===== src/rtl/ddr_line_responder.sv =====
// Line-granular DDR responder: buffers one cache read and one cache write request, then issues them
// one at a time to the MIG user interface and returns completion pulses to the cache.
module ddr_line_responder #(
  parameter int unsigned ADDR_W     = 27,
  parameter int unsigned LINE_W     = 128,
  parameter int unsigned ALIGN_BITS = 4
) (
  input  logic                  clk,
  input  logic                  rst,
  input  logic [ADDR_W-1:0]     cache2DDR_rd_addr,
  input  logic                  cache2DDR_rd_en,
  output logic                  DDR2cache_rd_fin,
  output logic [LINE_W-1:0]     DDR2cache_rd_data,
  input  logic [ADDR_W-1:0]     cache2DDR_wr_addr,
  input  logic [LINE_W-1:0]     cache2DDR_wr_data,
  input  logic                  cache2DDR_wr_en,
  output logic                  DDR2cache_wr_fin,
  input  logic                  init_calib_complete,
  output logic [ADDR_W-1:0]     app_addr,
  output logic [2:0]            app_cmd,
  output logic                  app_en,
  input  logic                  app_rdy,
  output logic [LINE_W-1:0]     app_wdf_data,
  output logic                  app_wdf_wren,
  output logic                  app_wdf_end,
  output logic [LINE_W/8-1:0]   app_wdf_mask,
  input  logic                  app_wdf_rdy,
  input  logic [LINE_W-1:0]     app_rd_data,
  input  logic                  app_rd_data_valid
);

  localparam logic [2:0] CmdRead  = 3'b001;
  localparam logic [2:0] CmdWrite = 3'b000;
  localparam logic [ADDR_W-1:0] AlignMask = {{(ADDR_W-ALIGN_BITS){1'b1}}, {ALIGN_BITS{1'b0}}};

  typedef enum logic [2:0] {StIdle, StRdCmd, StRdWait, StRdFin, StWrCmd, StWrFin} state_e;

  state_e state_q, state_d;

  logic              rd_full_q, wr_full_q;
  logic [ADDR_W-1:0] rd_addr_q, wr_addr_q;
  logic [LINE_W-1:0] wr_data_q;
  logic              wr_older_q;
  logic              rd_outstanding_q;
  logic              cmd_done_q, wdf_done_q;
  logic [ADDR_W-1:0] cmd_addr_q;
  logic [LINE_W-1:0] wdf_data_q;
  logic [LINE_W-1:0] rd_data_q;

  logic take_rd, take_wr;
  logic rd_remain, wr_remain;
  logic cmd_hs, wdf_hs;
  logic rd_beat;

  // The older slot wins; a lone full slot is always taken.
  assign take_rd = (state_q == StIdle) && init_calib_complete && rd_full_q &&
                   (!wr_full_q || !wr_older_q);
  assign take_wr = (state_q == StIdle) && init_calib_complete && wr_full_q &&
                   (!rd_full_q || wr_older_q);

  assign rd_remain = rd_full_q && !take_rd;
  assign wr_remain = wr_full_q && !take_wr;
  assign cmd_hs    = app_en && app_rdy;
  assign wdf_hs    = app_wdf_wren && app_wdf_rdy;
  assign rd_beat   = app_rd_data_valid && rd_outstanding_q;

  always_ff @(posedge clk) begin
    if (rst) begin
      state_q <= StIdle;
    end else begin
      state_q <= state_d;
    end
  end

  always_comb begin
    state_d = state_q;
    unique case (state_q)
      StIdle: begin
        if (take_wr) begin
          state_d = StWrCmd;
        end else if (take_rd) begin
          state_d = StRdCmd;
        end
      end
      StRdCmd:  if (app_rdy) state_d = StRdWait;
      StRdWait: if (rd_beat) state_d = StRdFin;
      StRdFin:  state_d = StIdle;
      StWrCmd:  if ((cmd_done_q || cmd_hs) && (wdf_done_q || wdf_hs)) state_d = StWrFin;
      StWrFin:  state_d = StIdle;
      default:  state_d = StIdle;
    endcase
  end

  always_comb begin
    app_en           = 1'b0;
    app_wdf_wren     = 1'b0;
    app_cmd          = CmdWrite;
    DDR2cache_rd_fin = 1'b0;
    DDR2cache_wr_fin = 1'b0;
    unique case (state_q)
      StRdCmd: begin
        app_en  = 1'b1;
        app_cmd = CmdRead;
      end
      StWrCmd: begin
        app_en       = !cmd_done_q;
        app_wdf_wren = !wdf_done_q;
      end
      StRdFin: DDR2cache_rd_fin = 1'b1;
      StWrFin: DDR2cache_wr_fin = 1'b1;
      default: ;
    endcase
    app_wdf_end = app_wdf_wren;
  end

  always_ff @(posedge clk) begin
    if (rst) begin
      rd_full_q        <= 1'b0;
      wr_full_q        <= 1'b0;
      rd_addr_q        <= '0;
      wr_addr_q        <= '0;
      wr_data_q        <= '0;
      wr_older_q       <= 1'b0;
      rd_outstanding_q <= 1'b0;
      cmd_done_q       <= 1'b0;
      wdf_done_q       <= 1'b0;
      cmd_addr_q       <= '0;
      wdf_data_q       <= '0;
      rd_data_q        <= '0;
    end else begin
      rd_full_q <= rd_remain || cache2DDR_rd_en;
      wr_full_q <= wr_remain || cache2DDR_wr_en;
      if (cache2DDR_rd_en) rd_addr_q <= cache2DDR_rd_addr;
      if (cache2DDR_wr_en) begin
        wr_addr_q <= cache2DDR_wr_addr;
        wr_data_q <= cache2DDR_wr_data;
      end
      // A slot left waiting is older than anything arriving; simultaneous arrivals favour the write.
      if (!rd_remain && !wr_remain) begin
        wr_older_q <= cache2DDR_wr_en;
      end else if (rd_remain && !wr_remain) begin
        wr_older_q <= 1'b0;
      end else if (wr_remain && !rd_remain) begin
        wr_older_q <= 1'b1;
      end
      if (take_rd) cmd_addr_q <= rd_addr_q & AlignMask;
      if (take_wr) begin
        cmd_addr_q <= wr_addr_q & AlignMask;
        wdf_data_q <= wr_data_q;
        cmd_done_q <= 1'b0;
        wdf_done_q <= 1'b0;
      end else if (state_q == StWrCmd) begin
        if (cmd_hs) cmd_done_q <= 1'b1;
        if (wdf_hs) wdf_done_q <= 1'b1;
      end
      if (state_q == StRdCmd && app_rdy) begin
        rd_outstanding_q <= 1'b1;
      end else if (rd_beat) begin
        rd_outstanding_q <= 1'b0;
      end
      if (rd_beat) rd_data_q <= app_rd_data;
    end
  end

  assign app_addr          = cmd_addr_q;
  assign app_wdf_data      = wdf_data_q;
  assign app_wdf_mask      = '0;
  assign DDR2cache_rd_data = rd_data_q;

endmodule

===== config.mk =====
export PLATFORM = sky130hd
export DESIGN_NAME = ddr_line_responder
export DESIGN_NICKNAME = d
export VERILOG_FILES = /design/src/rtl/ddr_line_responder.sv
export SDC_FILE = /design/constraint.sdc
export NUM_CORES = 1
export LEC_CHECK = 0
export ABC_AREA = 1
export ABC_CLOCK_PERIOD_IN_PS = 1300
export CORE_AREA = 4 4 244 246
export CTS_BUF_LIST = sky130_fd_sc_hd__clkbuf_8
export CTS_CLUSTER_SIZE = 12
export DETAILED_ROUTE_END_ITERATION = 7
export DIE_AREA = 0 0 248 250
export PLACE_DENSITY = 0.65
export SETUP_SLACK_MARGIN = 0.15
export SKIP_LAST_GASP = 1
export SYNTH_ARGS = -nofsm -noshare
export SYNTH_HDL_FRONTEND = slang
export SYNTH_SLANG_ARGS = --single-unit

===== constraint.sdc =====
create_clock -name clk -period 1.3 [get_ports clk]
set_input_delay 0.13 -clock clk [delete_from_list [all_inputs] [get_ports clk]]
set_output_delay 0.13 -clock clk [all_outputs]
set_load 0.02 [all_outputs]

# Word level (Yosys, flattened, before mapping)
# Index checks and enable logic that the tools add are counted.
dict set report totals {
  output_inout_bits 307
  regBits 470
  inputBits 318
  wordCells 78
}
dict set report classes {
  n_reduce_logical 38
  eq_ne 9
  mux 18
}
# cell n
set ops {}
lappend ops {{$mux W27} 2}
lappend ops {{$logic_and A1 B1 Y1} 15}
lappend ops {{$mux W3} 5}
lappend ops {{$pmux W3 S4} 1}
lappend ops {{$logic_not A1 Y1} 9}
lappend ops {{$mux W1} 9}
lappend ops {{$eq A3 B2 Y1 const B} 2}
lappend ops {{$eq A3 B3 Y1 const B} 2}
lappend ops {{$logic_or A1 B1 Y1} 6}
lappend ops {{$ne A2 B2 Y1 const B} 3}
lappend ops {{$reduce_and A2 Y1} 2}
lappend ops {{$reduce_and A4 Y1} 1}
lappend ops {{$reduce_bool A2 Y1} 2}
lappend ops {{$eq A3 B1 Y1 const B} 1}
lappend ops {{$logic_not A3 Y1} 1}
lappend ops {{$ne A3 B3 Y1 const B} 1}
lappend ops {{$reduce_bool A3 Y1} 1}
lappend ops {{$pmux W1 S2} 1}
lappend ops {{$reduce_or A2 Y1} 1}

# Logic depth before layout (Yosys ltp)
dict set report depth {
  depth_word 11
  depth_mapped 10
  mapped_depth_nobuf 9
}

# Least setup slack after synthesis
# Ideal clock, no wire load.
dict set report synth_path {
  path_kind {register to register}
  start {register state_q[0]}
  end {register state_q[0]}
  t_arrival_ns 1.430
  n_path_buf 0
  synth_period_minus_slack_ns 1.562
  setup_ns 0.132
  path_slack_ns -0.262
  t_required_ns 1.168
  path_stages_with_launch 8
  cell_sequence {dfxtp_1 inv_1 nor3_1 nand2_1 nand2_1 nor2_1 nand3_1 a21oi_1}
}
dict set report synth_between {
  elab_chain_cells 7
  elab_cells_between_ends 23
  cone_classes {7 x eq/ne; 4 x mux; 12 x reduce/logical}
}
# item line
set synth_lines {}
lappend synth_lines {{from (decl)} 38} ;# state_e state_q, state_d;
lappend synth_lines {{from (signal assigned)} 69} ;# state_q <= StIdle;
lappend synth_lines {{from (signal assigned)} 71} ;# state_q <= state_d;
lappend synth_lines {{$eq A3 B3 Y1 / $eq A3 B1 Y1 (equally long branches)} {77, 100}}
lappend synth_lines {{$pmux W1 S2 / $mux W1 (equally long branches)} 100} ;# unique case (state_q)
lappend synth_lines {{$logic_and A1 B1 Y1 (on tied branches)} {63, 64}}
lappend synth_lines {{$logic_or A1 B1 Y1} 88} ;# StWrCmd: if ((cmd_done_q || cmd_hs) && (wdf_done_q || wdf_hs)) state_d = StWrFin;
lappend synth_lines {{$logic_and A1 B1 Y1} 88}
lappend synth_lines {{$ne A2 B2 Y1 (no source line)} n/a}
lappend synth_lines {{$reduce_and A4 Y1 (no source line)} n/a}
# Several ways; a longest one is shown, not always the timed one.
# A chain may end at the register's enable or synchronous reset.

# Final worst setup path
dict set report layout_path {
  start {register state_q[0]}
  end {register cmd_addr_q[19] (netlist: app_addr[19])}
}
dict set report layout_between {
  elab_chain_cells 5
  elab_cells_between_ends 8
  cone_classes {1 x mux; 7 x reduce/logical}
}
# item line
set layout_lines {}
lappend layout_lines {{$logic_not A3 Y1 *} {56, 58}}
lappend layout_lines {{$logic_and A1 B1 Y1 *} {56, 58}}
lappend layout_lines {{$logic_and A1 B1 Y1 (on tied branches) (2 in series)} {58, 56}}
lappend layout_lines {{$mux W27 / $reduce_bool A2 Y1 (equally long branches)} n/a}
lappend layout_lines {{to (signal assigned)} 146} ;# if (take_rd) cmd_addr_q <= rd_addr_q & AlignMask;
lappend layout_lines {{to (signal assigned)} 148} ;# cmd_addr_q <= wr_addr_q & AlignMask;
lappend layout_lines {{to (decl)} 46} ;# logic [ADDR_W-1:0] cmd_addr_q;
# Mark *: on every way between the ends. The rest lies on a longest branch, timed or not.

==> reports/metrics.cfg <==
[outcome]
status = finished, violations left
violations = negative setup slack

[min_path]
hold_path_end = wr_addr_q[4]$_SDFFE_PP0P_
min_path_cells = 3
hold_start = cache2DDR_wr_addr[4]
hold_class = input pin to register

[route]
drt_first_pass_iters = 6
drt-vias-per-instance = 4.58
drt-total-wl_mm = 64.8
post_drt_wl_per_cell_um = 17.9
vias = 16575
ant_nets = 0
drc = 0
dr.first_iter.drc_count = 910

[power]
p_leak_uw = 0.0116
pwr_density_cell_mw_per_mm2 = 1450
ir_drop_v = 0.000860

[worst_setup_path]
path_max_fanout = 10
worstSetupEndpointType = register
reg2reg_depth = 10
crit_arrival_ns = 2.27
startpoint = state_q[0]$_SDFFE_PP0P_
timing.rr.end = app_addr[19]$_SDFFE_PP0P_
r2r-start = state_q[0]$_SDFFE_PP0P_
critPathKind = register to register
slowest_stage = dfxtp_2
cpPeakStageDelay_ns = 0.34
cp-start-kind = register
r2r_setup_slack_ns = -0.47
path_cells = nor2_4 > buf_4 > buf_6 > nand3_4 > nor2_4 > buf_12 > inv_12 > buf_4 > o211ai_1 > a21oi_1
crit_required_ns = 1.80

[clock_tree]
path_clk_slew_ns = 0.06
worst_skew_pair.late_latency_ns = 0.65
ctsRootBufferMaster = clkbuf_8
clk_path_buf_depth = 3
clock_sink_count = 462
cts_tree = built
ctsHtreeMaxLevel = 3
cts_buffers = 81

[synth]
synth.top_cell.area_share_pct = 56.8
ys_top_cells_by_count = 902 x nor2_1, 462 x dfxtp_1, 396 x o21ai_0, 110 x clkbuf_1, 57 x o21ai_1
synth_edf_count = 0
netlist_top_cells_area = dfxtp_1 57%, nor2_1 21%, o21ai_0 12%
synth_area_leader_cell = dfxtp_1
synth_cells = 2103
synth_seq_cells = 462
yosysWarnings = 0
syn_area_per_cell_um2 = 7.75
synth_ff_type = dfxtp_1
yosysMostFrequentCell = nor2_1
yosysSeqAreaShare_pct = 56.8
ys_async_sr_fraction_pct = 0
post_synth_num_cell_types = 29
syn_area_mm2 = 0.0163

[sta]
timing.final.crit_period_ns = 1.77
drv_slew = 0
fin_worst_skew_ns = 0.0342
worst_slack_ns = -0.472
hold_violations = 0
rsz0062_at_grt = true
setup_viol = 185
period_share_pct = 136
clock.fmax_ghz = 0.564
whs_ns = 0.0744

[floorplanning]
dieHeight_um = 250
rows = 88
initial_utilization_pct = 28.4
die_area_mm2 = 0.0620
core_area_mm2 = 0.0574
io_pins = 625
die_w_um = 248

[global_routing]
grt_first_pass_wirelength_mm = 93.3
grt_use_total_pct = 19.2
antenna_found_initial = 19
overflow = 0
grt_max_degree = 79
grt_pass1_vias = 16119

[final_layout]
syn_to_final_growth_pct = 66.3
drive_gt1_share_pct = 30.5
final.fill_count = 5403
final_cell_area_mm2 = 0.0271
final_nets = 3107

[place]
gp_congestion = 0.885
io_buffers = 594
dp_hpwl_mm = 44.6
placed_area_mm2 = 0.0237

[flow_run]
maxCapViolations = 0

per-stage QoR:
stage | worst slack (ns) | util, % | cells | setup TNS, ns | total power, uW
3_5_place_dp | -0.410 | 41.3 | 3404 | -92.89 | 24600
2_1_floorplan | -0.00329 | - | 2124 | -0.0541 | 20300
6_report | -0.472 | 47.2 | 3622 | -62.43 | 39400
3_3_place_gp | -0.390 | 41.3 | 3404 | -91.47 | 24500
4_1_cts | -0.546 | 46.5 | 3600 | -48.25 | 39400
5_1_grt | -0.573 | 47.2 | 3622 | -89.75 | 41300
kinds of logic after synthesis:
group,Yosys count,share of synthesized area (%)
simple gates,956,22.3
other cells,1,0.0230
buf+inv,193,5.68
flops,462,56.8
compound gates,491,15.2
worst max-delay path, delay by kind of cell, from the launching register on:
kind | cells | cell delay [ns]
DFF | 1 | 0.34
and+or+nand+nor | 3 | 0.34
buffers and inverters | 5 | 0.58
AOI/OAI and AO/OA | 2 | 0.34
layout make-up:
cell class              instances  area, um2  share of cell area [%]
diodes                          5       12.5                  0.0462
clock buffers                 100       1380                    5.08
clock inverters                46        298                    1.10
inverters                      18       96.3                   0.356
multi-input cells            1469       6300                    23.3
flip-flops and latches        462       9600                    35.4
well taps                     765        957                    3.53
repair buffers                756       8440                    31.2
repair inverters                1       6.26                  0.0231
worst max path at each step:
stage,slack (ns),cells past startpoint,to
after floorplan,-0.003,8,app_addr[10]$_SDFFE_PP0P_
after global placement,-0.39,8,app_wdf_data[19]$_SDFFE_PP0P_
after detailed placement,-0.41,8,app_wdf_data[28]$_SDFFE_PP0P_
after CTS,-0.55,5,app_en
after global routing,-0.57,4,app_en
final,-0.47,10,app_addr[19]$_SDFFE_PP0P_
per-layer routing:
metal	wire length (um)	up-vias	share of wire (%)	global-route usage, %
li1	-	8105	-	-
met1	25400	7685	39	22.0
met2	31600	622	49	32.6
met3	5490	145	8.5	6.05
met4	2270	18	3.5	8.58
met5	115	-	0.18	0
cell usage in the layout, fill, tap and decap left out, types with 2 or more instances in the layout:
master and n:
nor2_1 882, o21ai_0 368, clkdlybuf4s50_1 307, buf_6 287
dfxtp_2 278, dfxtp_1 182, clkbuf_8 100, o21ai_1 85
buf_4 79, buf_12 42, inv_1 36, nand2_1 35
a21oi_1 31, conb_1 22, dlygate4sd3_1 20, nor2_2 18
clkinv_2 12, clkbuf_16 11, buf_16 8, diode_2 5
nand3_1 4, nor2_4 4, nand2_2 3, inv_6 3
clkinvlp_4 3, dfxtp_4 2, nor3_1 2, a211oi_1 2
o211ai_1 2, nand2_4 2, inv_8 2, inv_4 2
clkinv_8 2, bufinv_16 2, buf_2 2
report_power, final:
group	leakage, uW	switching (uW)	internal, uW
clock	0.000952	6190	7420
sequential	0.00392	920	15700
combinational	0.00674	4590	4620
registers in the layout, summed over array words and instances (netlist names), 3 cells and up:
| name | cells |
|---|---|
| state_q | 3 |
| wr_addr_q | 23 |
| app_wdf_data | 128 |
| rd_addr_q | 23 |
| app_addr | 23 |
| DDR2cache_rd_data | 128 |
| wr_data_q | 128 |
what timing repair did:
action	CTS	global route
hold endpoints to repair	89	0
buffers inserted	25	4
pin swaps	3	5
setup endpoints to repair	572	573
hold buffers	20	0
gates cloned	5	13
resized for setup	2010	42
Note: power is estimated with default switching activity, not from simulation.
